==> config.mk <==
export PLATFORM = sky130hd
export DESIGN_NAME = blinds_pos_ctrl_flat
export DESIGN_NICKNAME = d
export VERILOG_FILES = /design/src/rtl/blinds_pkg.sv /design/src/rtl/blinds_pos_ctrl_if.sv /design/src/rtl/blinds_step_timer.sv /design/src/rtl/blinds_pos_ctrl.sv /design/src/flat_wrapper.sv
export SDC_FILE = /design/constraint.sdc
export NUM_CORES = 1
export LEC_CHECK = 0
export ABC_AREA = 1
export CAP_MARGIN = 30
export CORE_MARGIN = 10
export CORE_UTILIZATION = 47
export CTS_BUF_LIST = sky130_fd_sc_hd__clkbuf_8
export DETAILED_ROUTE_END_ITERATION = 16
export GPL_TIMING_DRIVEN = 0
export PLACE_DENSITY = 0.79
export SETUP_SLACK_MARGIN = 0.05
export SYNTH_ARGS = -nofsm -noshare
export SYNTH_HDL_FRONTEND = slang
export SYNTH_SLANG_ARGS = --single-unit
==> constraint.sdc <==
create_clock -name clk -period 3.1 [get_ports clk]
set_input_delay 0.62 -clock clk [delete_from_list [all_inputs] [get_ports clk]]
set_output_delay 0.62 -clock clk [all_outputs]
set_load 0.02 [all_outputs]
==> src/rtl/blinds_pkg.sv <==
// blinds_pkg: shared state encoding and direction helpers for the blinds position controller
package blinds_pkg;
  typedef enum logic [1:0] {IDLE, UP, DOWN, DEAD} state_t;
  localparam logic DIR_UP = 1'b1;
  localparam logic DIR_DOWN = 1'b0;
  function automatic state_t seek(input logic gt, input logic lt);
    return gt ? UP : lt ? DOWN : IDLE;
  endfunction
endpackage

==> src/rtl/blinds_pos_ctrl_if.sv <==
// blinds_pos_ctrl_if: selector request side and motor/status side of the blinds controller
interface blinds_pos_ctrl_if #(parameter int SEL_W = 2, parameter int POS_W = 8);
  logic [SEL_W-1:0] sel;
  logic [POS_W*(2**SEL_W)-1:0] presets;
  logic req;
  logic halt;
  logic motor_up;
  logic motor_down;
  logic [POS_W-1:0] pos;
  logic busy;
  logic done;
  modport master(output sel, presets, req, halt, input motor_up, motor_down, pos, busy, done);
  modport slave(input sel, presets, req, halt, output motor_up, motor_down, pos, busy, done);
endinterface

==> src/rtl/blinds_step_timer.sv <==
// blinds_step_timer: prescaler producing one tick every DIV enabled cycles
module blinds_step_timer #(parameter int DIV = 16) (
  input  logic clk,
  input  logic rst_n,
  input  logic clr,
  input  logic en,
  output logic tick
);
  localparam int W = $clog2(DIV);
  logic [W-1:0] cnt;
  assign tick = en && cnt == W'(DIV - 1);
  always_ff @(posedge clk or negedge rst_n)
    if (!rst_n) cnt <= '0;
    else if (clr) cnt <= '0;
    else if (en) cnt <= tick ? '0 : cnt + 1'b1;
endmodule

==> src/rtl/blinds_pos_ctrl.sv <==
// blinds_pos_ctrl: steps an up/down blind motor toward a selected preset position
module blinds_pos_ctrl
  import blinds_pkg::*;
#(
  parameter int SEL_W = 2,
  parameter int POS_W = 8,
  parameter int STEP_DIV = 16,
  parameter int DEAD_CYC = 8
) (
  input logic clk,
  input logic rst_n,
  blinds_pos_ctrl_if.slave bus
);
  localparam int DW = $clog2(DEAD_CYC + 1);
  state_t state, nxt, sk;
  logic [POS_W-1:0] pos, pos_s, tgt, tgt_d, t_new;
  logic [DW-1:0] dcnt;
  logic moving, tick, step, dexp, dir, done_d, up_d, dn_d, busy_d;
  logic up_q, dn_q, busy_q, done_q;
  assign moving = state == UP || state == DOWN;
  assign dir = state == UP ? DIR_UP : DIR_DOWN;
  assign step = tick && !bus.halt;
  assign pos_s = !step ? pos : dir == DIR_UP ? pos + 1'b1 : pos - 1'b1;
  assign t_new = bus.req ? bus.presets[bus.sel*POS_W +: POS_W] : tgt;
  assign dexp = state == DEAD && dcnt == DW'(DEAD_CYC - 1);
  blinds_step_timer #(.DIV(STEP_DIV)) u_timer (
    .clk(clk), .rst_n(rst_n), .clr(!moving), .en(moving), .tick(tick)
  );
  always_ff @(posedge clk or negedge rst_n)
    if (!rst_n) begin
      state <= IDLE;
      pos <= '0;
      tgt <= '0;
      dcnt <= '0;
    end else begin
      state <= nxt;
      pos <= pos_s;
      tgt <= tgt_d;
      dcnt <= state == DEAD ? dcnt + 1'b1 : '0;
    end
  // Direction is always judged against the post-step position.
  always_comb begin
    sk = seek(t_new > pos_s, t_new < pos_s);
    nxt = state;
    tgt_d = t_new;
    done_d = 1'b0;
    if (bus.halt) begin
      nxt = IDLE;
      tgt_d = pos;
    end else if (state == IDLE) begin
      nxt = bus.req ? sk : IDLE;
      done_d = bus.req && sk == IDLE;
    end else if (moving) begin
      nxt = (sk == IDLE || sk == state) ? sk : DEAD;
      done_d = sk == IDLE;
    end else if (dexp) begin
      nxt = sk;
      done_d = sk == IDLE;
    end
  end
  always_comb begin
    up_d = nxt == UP;
    dn_d = nxt == DOWN;
    busy_d = nxt != IDLE;
  end
  always_ff @(posedge clk or negedge rst_n)
    if (!rst_n) begin
      up_q <= 1'b0;
      dn_q <= 1'b0;
      busy_q <= 1'b0;
      done_q <= 1'b0;
    end else begin
      up_q <= up_d;
      dn_q <= dn_d;
      busy_q <= busy_d;
      done_q <= done_d;
    end
  assign bus.motor_up = up_q;
  assign bus.motor_down = dn_q;
  assign bus.busy = busy_q;
  assign bus.done = done_q;
  assign bus.pos = pos;
endmodule

==> src/flat_wrapper.sv <==
// flat-port wrapper written by rule: the top's interface ports become plain ports
module blinds_pos_ctrl_flat import blinds_pkg::*;
#(
  parameter int SEL_W = 2,
  parameter int POS_W = 8,
  parameter int STEP_DIV = 16,
  parameter int DEAD_CYC = 8
)
  (clk, rst_n, bus_sel, bus_presets, bus_req, bus_halt, bus_motor_up, bus_motor_down, bus_pos, bus_busy, bus_done);
  blinds_pos_ctrl_if #(.SEL_W(SEL_W), .POS_W(POS_W)) bus_i ();
  input logic clk;
  input logic rst_n;
  input wire logic [$bits(bus_i.sel)-1:0] bus_sel;
  input wire logic [$bits(bus_i.presets)-1:0] bus_presets;
  input wire logic [$bits(bus_i.req)-1:0] bus_req;
  input wire logic [$bits(bus_i.halt)-1:0] bus_halt;
  output wire logic [$bits(bus_i.motor_up)-1:0] bus_motor_up;
  output wire logic [$bits(bus_i.motor_down)-1:0] bus_motor_down;
  output wire logic [$bits(bus_i.pos)-1:0] bus_pos;
  output wire logic [$bits(bus_i.busy)-1:0] bus_busy;
  output wire logic [$bits(bus_i.done)-1:0] bus_done;
  assign bus_i.sel = bus_sel;
  assign bus_i.presets = bus_presets;
  assign bus_i.req = bus_req;
  assign bus_i.halt = bus_halt;
  assign bus_motor_up = bus_i.motor_up;
  assign bus_motor_down = bus_i.motor_down;
  assign bus_pos = bus_i.pos;
  assign bus_busy = bus_i.busy;
  assign bus_done = bus_i.done;
  blinds_pos_ctrl #(.SEL_W(SEL_W), .POS_W(POS_W), .STEP_DIV(STEP_DIV), .DEAD_CYC(DEAD_CYC)) u_core (.clk(clk), .rst_n(rst_n), .bus(bus_i));
endmodule
### After elaboration in Yosys (flattened, before gate mapping)

Cells that the tools add are included.

| word-level totals | value |
|---|---|
| bits in registers | 30 |
| latch bits | 0 |
| RAM bits | 0 |
| ROM bits | 0 |
| input port bits | 38 |
| output and inout port bits | 12 |
| logic and storage cells | 54 |
| memories | 0 |

| operators by class | value |
|---|---|
| $add $sub $neg | 4 |
| $mul | 0 |
| divide/modulo/power cells | 0 |
| $lt $le $gt $ge | 2 |
| eq/ne operators | 8 |
| shift operators | 1 |
| mux-type cells | 20 |
| bitwise operators | 0 |
| reduce and logical (&&, ||, !) cells | 10 |

Operators by type and width:

| operator | number |
|---|---|
| 2-to-1 mux 8 bit | 4 |
| indexed part select 32 x 6 -> 8 bit | 1 |
| 2-to-1 mux 2 bit | 8 |
| 2-to-1 mux 4 bit | 3 |
| adder 4 x 1 -> 4 bit (second input constant) | 2 |
| adder 8 x 1 -> 8 bit (second input constant) | 1 |
| greater-than comparator 8 bit | 1 |
| less-than comparator 8 bit | 1 |
| subtractor 8 x 1 -> 8 bit (second input constant) | 1 |
| equality test 2 bit (second input constant) | 3 |
| 2-to-1 mux 1 bit | 5 |
| equality test 2 x 1 -> 1 bit (second input constant) | 2 |
| equality test 4 x 3 -> 1 bit (second input constant) | 1 |
| equality test 4 bit (second input constant) | 1 |
| logical AND 1 bit | 4 |
| logical NOT 2 bit | 2 |
| equality test 2 bit | 1 |
| logical OR 1 bit | 2 |
| nonzero test 2 bit | 1 |
| logical NOT 1 bit | 1 |

### Longest topological paths before layout

| logic depth | value |
|---|---|
| depth after elaboration | 15 |
| gate-level depth with buffers | 25 |
| gate-level depth less buffers | 25 |

### Hierarchy

From an unflattened synthesis, not the netlist that was laid out.

| second synthesis, totals | value |
|---|---|
| cells, all modules | 302 |
| area, all modules | 2228.4 um^2 |

By module, submodules not included:

| module | times used | cells an instance | area each (um^2) | sequential area each (um^2) |
|---|---|---|---|---|
| blinds_pos_ctrl | 1 | 272 | 2004.4 | 650.6 |
| blinds_step_timer | 1 | 30 | 224.0 | 100.1 |

### Worst setup path after synthesis

No wires, ideal clock.

| timing | value |
|---|---|
| path kind | register to register |
| start point | reg u_core.state[1] |
| end point | reg u_core.up_q (netlist: u_core.bus.motor_up) |
| library setup time | 0.118 ns |
| arrival time | 2.919 ns |
| data required time | 2.982 ns |
| setup slack | 0.063 ns |
| stages on the path, launching flop included | 24 |
| buffers on the path | 0 |
| period minus slack after synthesis | 3.037 ns |
| path through | dfrtp_1 inv_1 ha_1 inv_1 ha_1 a21oi_1 nand2_1 nand2_1 nand2_1 nand2_1 nand2_1 or2_1 nand2_1 nand2_1 o21ai_1 ha_1 a21oi_1 nor2_1 nor2_2 nand2_2 a21oi_1 inv_1 a21oi_2 nor2_1 |

| between the ends | value |
|---|---|
| longest elaborated chain between the ends | 15 |
| elaborated cells between the ends (all ways) | 25 |
| classes of those cells | 2 x order compare; 5 x eq/ne; 11 x mux; 7 x reduce/logical |

Ends and longest elaborated chain:

| item | line | RTL |
|---|---|---|
| start, declared | blinds_pos_ctrl.sv:15 | `state_t state, nxt, sk;` |
| start signal, assigned | blinds_pos_ctrl.sv:36 | `state <= nxt;` |
| equality test 2 x 1 -> 1 bit or equality test 2 bit (tied branches) | blinds_pos_ctrl.sv:20, blinds_pos_ctrl.sv:21 |  |
| logical OR 1 bit | blinds_pos_ctrl.sv:20 | `assign moving = state == UP \|\| state == DOWN;` |
| logical AND 1 bit | blinds_step_timer.sv:11 | `assign tick = en && cnt == W'(DIV - 1);` |
| logical AND 1 bit | blinds_pos_ctrl.sv:22 | `assign step = tick && !bus.halt;` |
| 2-to-1 mux 8 bit | blinds_pos_ctrl.sv:23 | `assign pos_s = !step ? pos : dir == DIR_UP ? pos + 1'b1 : pos - 1'b1;` |
| less-than comparator 8 bit | blinds_pos_ctrl.sv:43 | `sk = seek(t_new > pos_s, t_new < pos_s);` |
| 2-to-1 mux 2 bit (2 in a row) | blinds_pkg.sv:7 | `return gt ? UP : lt ? DOWN : IDLE;` |
| equality test 2 bit or logical NOT 2 bit (tied branches) | blinds_pos_ctrl.sv:54 | `nxt = (sk == IDLE \|\| sk == state) ? sk : DEAD;` |
| logical OR 1 bit | blinds_pos_ctrl.sv:54 |  |
| 2-to-1 mux 2 bit | blinds_pos_ctrl.sv:54 |  |
| 2-to-1 mux 2 bit | blinds_pos_ctrl.sv:53 | `end else if (moving) begin` |
| 2-to-1 mux 2 bit * | blinds_pos_ctrl.sv:50 | `end else if (state == IDLE) begin` |
| 2-to-1 mux 2 bit * | blinds_pos_ctrl.sv:47 | `if (bus.halt) begin` |
| via u_core.nxt[1] | blinds_pos_ctrl.sv:15 |  |
| equality test 2 x 1 -> 1 bit * | blinds_pos_ctrl.sv:62 | `up_d = nxt == UP;` |
| via u_core.up_d | blinds_pos_ctrl.sv:18 | `logic moving, tick, step, dexp, dir, done_d, up_d, dn_d, busy_d;` |
| end signal, assigned | blinds_pos_ctrl.sv:73 | `up_q <= up_d;` |
| end, declared | blinds_pos_ctrl.sv:19 | `logic up_q, dn_q, busy_q, done_q;` |

Mark *: on every way through the listed nets, which the timed path passes. The rest lies on a longest branch.

### Final worst setup path

Ends and elaborated chain as after synthesis.

==> impl_metrics.prom <==
# TYPE chip_impl_metric gauge
chip_impl_info{name="cts_root_buffer",value="clkbuf_8"} 1
chip_impl_metric{name="finalHoldViolCount",unit=""} 0
chip_impl_metric{name="path_max_fanout",unit=""} 5
chip_impl_metric{name="ports",unit=""} 50
chip_impl_metric{name="routed_wirelength",unit="um"} 6040
chip_impl_metric{name="min_period_over_period",unit=""} 1.05
chip_impl_info{name="worst_path_dominant_cell_family",value="adder cells"} 1
chip_impl_metric{name="cts_hold_buffers",unit=""} 0
chip_impl_metric{name="dr_total_vias",unit=""} 2165
chip_impl_info{name="synth_commonest_cells",value="nand2_1 (71), nor2_1 (52), dfrtp_1 (30), inv_1 (28), o21ai_0 (25)"} 1
chip_impl_metric{name="largest_net_degree_at_the_start_of_global_routing",unit=""} 17
chip_impl_metric{name="worst-r2r-cell-count",unit=""} 20
chip_impl_info{name="worstHoldPathType",value="flop to flop"} 1
chip_impl_metric{name="cts_buffers",unit=""} 5
chip_impl_metric{name="grt_overflow_total",unit=""} 0
chip_impl_metric{name="floorplan.die_area",unit="mm2"} 0.00765
chip_impl_metric{name="floorplan.die.height",unit="um"} 87.5
chip_impl_metric{name="antenna_violating_nets_post_route",unit=""} 0
chip_impl_info{name="synth.top_cells.by_area",value="dfrtp_1 (35%), nand2_1 (12%), ha_1 (11%)"} 1
chip_impl_metric{name="post_drt_wl_per_cell",unit="um"} 14.3
chip_impl_metric{name="worst-slew-pin-transition",unit="ns"} 0.813
chip_impl_metric{name="final_critical_path_setup_slack",unit="ns"} -0.148
chip_impl_metric{name="fmax",unit="GHz"} 0.308
chip_impl_metric{name="max_cap_violations",unit=""} 0
chip_impl_metric{name="num-fill-cells",unit=""} 323
chip_impl_metric{name="setup_viol",unit=""} 4
chip_impl_metric{name="syn-instance-count",unit=""} 296
chip_impl_metric{name="post-route-drc-count",unit=""} 0
chip_impl_metric{name="initial_utilization",unit=""} 0.488
chip_impl_info{name="crit_chain",value="inv_2 > ha_4 > inv_6 > ha_1 > inv_1 > o21ai_0 > nand3_1 > nand3_2 > xor2_2 > nand2_1 > o21ai_1 > ha_1 > a21o_1 > nor2_2 > buf_4 > nand3_2 > nand2_2 > inv_2 > a21oi_2 > nor2_1"} 1
chip_impl_metric{name="num_antenna_cells",unit=""} 0
chip_impl_info{name="worst_hold_path.endpoint",value="u_core.u_timer.cnt[0]$_DFF_PN0_"} 1
chip_impl_metric{name="fp.coreArea",unit="mm2"} 0.00438
chip_impl_info{name="yosysTopAreaCell",value="dfrtp_1"} 1
chip_impl_metric{name="vias_per_cell",unit=""} 5.13
chip_impl_metric{name="yosys_warnings",unit=""} 0
chip_impl_metric{name="finalNetCount",unit=""} 427
chip_impl_metric{name="critical_path.n_buffers_inverters",unit=""} 5
chip_impl_metric{name="antenna_violations_before_repair",unit=""} 0
chip_impl_metric{name="mappedNetlistNets",unit=""} 354
chip_impl_metric{name="place.port_buffers",unit=""} 45
chip_impl_info{name="failing_checks",value="negative setup slack"} 1
chip_impl_metric{name="clock_insertion_delay_worst_skew",unit="ns"} 0.29
chip_impl_metric{name="hold_depth",unit=""} 1
chip_impl_metric{name="tritoncts_num_sinks",unit=""} 30
chip_impl_metric{name="detailedPlacementHpwl",unit="um"} 4190
chip_impl_metric{name="ir_worst_vdd",unit="uV"} 270
chip_impl_metric{name="grt_pass1_vias",unit=""} 2120
chip_impl_metric{name="detailedRoute.firstIterationViolations",unit=""} 157
chip_impl_metric{name="syn_std_cell_area",unit="mm2"} 0.00214
chip_impl_metric{name="multi_input_comb_area",unit="mm2"} 0.00141
chip_impl_metric{name="utilization",unit=""} 0.716
chip_impl_metric{name="synth-seq-cells",unit=""} 30
chip_impl_info{name="worst_path_slowest_cell",value="dfrtp_1"} 1
chip_impl_metric{name="ys_async_sr_fraction",unit=""} 1.00
chip_impl_info{name="worstSetupEndpointType",value="flop"} 1
chip_impl_metric{name="width_of_the_die",unit="um"} 87.5
chip_impl_metric{name="synthDistinctLibCells",unit=""} 32
chip_impl_info{name="worstHoldStart",value="u_core.u_timer.cnt[0]$_DFF_PN0_"} 1
chip_impl_metric{name="core.rowCount",unit=""} 24
chip_impl_metric{name="worst_endpoint_required_time",unit="ns"} 3.29
chip_impl_metric{name="max_slew_margin",unit=""} 0.456
chip_impl_metric{name="clock_skew",unit="ns"} 0.00989
chip_impl_metric{name="synth_enable_flop_cells",unit=""} 0
chip_impl_metric{name="synth.yosys.seq_area_share",unit=""} 0.351
chip_impl_metric{name="ff_latch_area",unit="um2"} 752
chip_impl_metric{name="cts_max_level",unit=""} 2
chip_impl_metric{name="holdWs",unit="ns"} 0.470
chip_impl_metric{name="netlist.area_leader.share",unit=""} 0.351
chip_impl_metric{name="number_of_iterations_in_the_first_detailed_routing_pass",unit=""} 4
chip_impl_metric{name="crit_path_max_incr_delay",unit="ns"} 0.40
chip_impl_metric{name="static-leakage-power",unit="uW"} 0.00152
chip_impl_info{name="timing_worst_setup_path_type",value="flop to flop"} 1
chip_impl_info{name="ys_dominant_reg_cell",value="dfrtp_1"} 1
chip_impl_metric{name="drv_slew",unit=""} 0
chip_impl_metric{name="critPathArrivalTime",unit="ns"} 3.44
chip_impl_metric{name="shortest_clock_period_the_worst_path_allows_after_layout",unit="ns"} 3.25
chip_impl_info{name="rsz0062_at_grt",value="yes"} 1
chip_impl_metric{name="gr-usage-all-layers",unit=""} 0.157
chip_impl_metric{name="area.growth.synth_to_final",unit="%"} 46.6
chip_impl_metric{name="clock_path_buffers",unit=""} 2
chip_impl_metric{name="place.gp.congestion",unit=""} 0.854
chip_impl_info{name="tritoncts_clock_tree",value="done"} 1
chip_impl_info{name="run_status",value="finished, violations left"} 1
chip_impl_metric{name="stdcell_area",unit="mm2"} 0.00314
chip_impl_metric{name="fraction_of_final_layout_cells_sized_beyond_drive_strength_1",unit=""} 0.257
chip_impl_metric{name="synth_area_per_cell",unit="um2"} 7.23
chip_impl_info{name="regToRegEndpoint",value="u_core.bus.motor_up$_DFF_PN0_"} 1
chip_impl_metric{name="power_density",unit="mW/mm2"} 486
chip_impl_metric{name="placed_cell_areas",unit="mm2"} 0.00268
chip_impl_info{name="synth_most_common_cell",value="nand2_1"} 1
chip_impl_metric{name="reg2reg_slack",unit="ns"} -0.15
chip_impl_metric{name="path_clk_slew",unit="ns"} 0.07
chip_impl_info{name="timing.rr.start",value="u_core.state[1]$_DFF_PN0_"} 1
chip_impl_info{name="critical_path.startpoint_type",value="flop"} 1
chip_impl_metric{name="global_route_wire_length_before_repair",unit="um"} 9800
==> power breakdown <==
group | internal, uW | switching (uW)
combinational | 339 | 391
sequential | 431 | 25.9
clock | 178 | 159
==> registers in the layout (all words and copies together) (netlist names) <==
name / count
u_core.bus.busy: 1
u_core.bus.done: 1
u_core.bus.motor_up: 1
u_core.tgt: 8
u_core.dcnt: 4
u_core.bus.motor_down: 1
u_core.bus.pos: 8
u_core.state: 2
u_core.u_timer.cnt: 4
==> worst reg2reg max path, stage by stage (launching register included) <==
cell     delay [ns]
dfrtp_1        0.40
inv_2          0.09
ha_4           0.17
inv_6          0.05
ha_1           0.32
inv_1          0.07
o21ai_0        0.19
nand3_1        0.12
nand3_2        0.11
xor2_2         0.16
nand2_1        0.07
o21ai_1        0.09
ha_1           0.28
a21o_1         0.20
nor2_2         0.22
buf_4          0.17
nand3_2        0.08
nand2_2        0.09
inv_2          0.05
a21oi_2        0.15
nor2_1         0.07
==> timing repair <==
item | 4_1_cts | 5_1_grt
setup endpoints to repair | 6 | 6
pin swaps | 14 | 31
buffers inserted | 15 | 5
gates resized for setup | 16 | 38
==> placed cells by master, fill, tap and decap left out, drive strengths merged <==
cell type      netlist  layout
xor2                 5       5
o21ai               31      31
dfrtp               30      30
or2                  3       3
clkinv               1       2
nor3                 2       2
a31oi                7       7
nor2                53      53
clkbuf               2       8
nand4                2       2
xnor2                1       1
a211oi               1       1
fa                   1       1
buf                  6      27
nand3               14      14
nand2               73      73
o221ai               1       1
clkinvlp             0       1
ha                  19      19
inv                 33      33
clkdlybuf4s50        0      45
a21oi               10      10
a21o                 1       1
==> per-stage QoR <==
stage / worst slack, ns / power, uW / instances / setup TNS, ns
global placement: -0.327 / 931 / 393 / -1.47
finish: -0.148 / 1520 / 422 / -0.351
global route: -0.366 / 1620 / 422 / -1.60
CTS: -0.00649 / 1390 / 417 / -0.00649
floorplan: 0.0634 / 795 / 296 / 0
detailed placement: -0.390 / 952 / 394 / -1.88
==> how the worst max path moves through the flow <==
stage | endpoint | depth (start not counted) | start
after floorplan | u_core.bus.motor_up$_DFF_PN0_ | 23 | u_core.state[1]$_DFF_PN0_
after global placement | u_core.bus.motor_up$_DFF_PN0_ | 23 | u_core.state[1]$_DFF_PN0_
after detailed placement | u_core.bus.motor_up$_DFF_PN0_ | 23 | u_core.state[1]$_DFF_PN0_
after CTS | u_core.bus.motor_up$_DFF_PN0_ | 23 | u_core.state[1]$_DFF_PN0_
after global routing | u_core.bus.motor_up$_DFF_PN0_ | 20 | u_core.state[1]$_DFF_PN0_
final | u_core.bus.motor_up$_DFF_PN0_ | 20 | u_core.state[1]$_DFF_PN0_
==> metal layers <==
metal | up-vias | GRT usage | wire length, um
met2 | 56 | 0.248 | 2910
met1 | 999 | 0.198 | 2590
li1 | 1103 | - | -
met4 | 0 | 0.0638 | 107
met3 | 7 | 0.0421 | 425
met5 | - | 0 | 0
==> kinds of logic after synthesis <==
kind of cell             count (synthesis)  share of synthesized area
flip-flops                              30                      0.351
AND/OR/NAND/NOR                        147                      0.284
buffers and inverters                   42                     0.0859
XOR/XNOR                                 6                     0.0245
adder cells (fa/ha/maj)                 20                      0.120
AO/OA/AOI/OAI                           51                      0.134
==> layout make-up <==
class	count	share of cell area
inverter	34	0.0422
clock inverter	2	0.00399
sequential	30	0.240
tap	52	0.0207
multi-input combinational	224	0.449
buffer	8	0.0179
timing repair buffer	66	0.200
clock buffer	6	0.0263
Note: power is estimated with default switching activity, not from simulation.
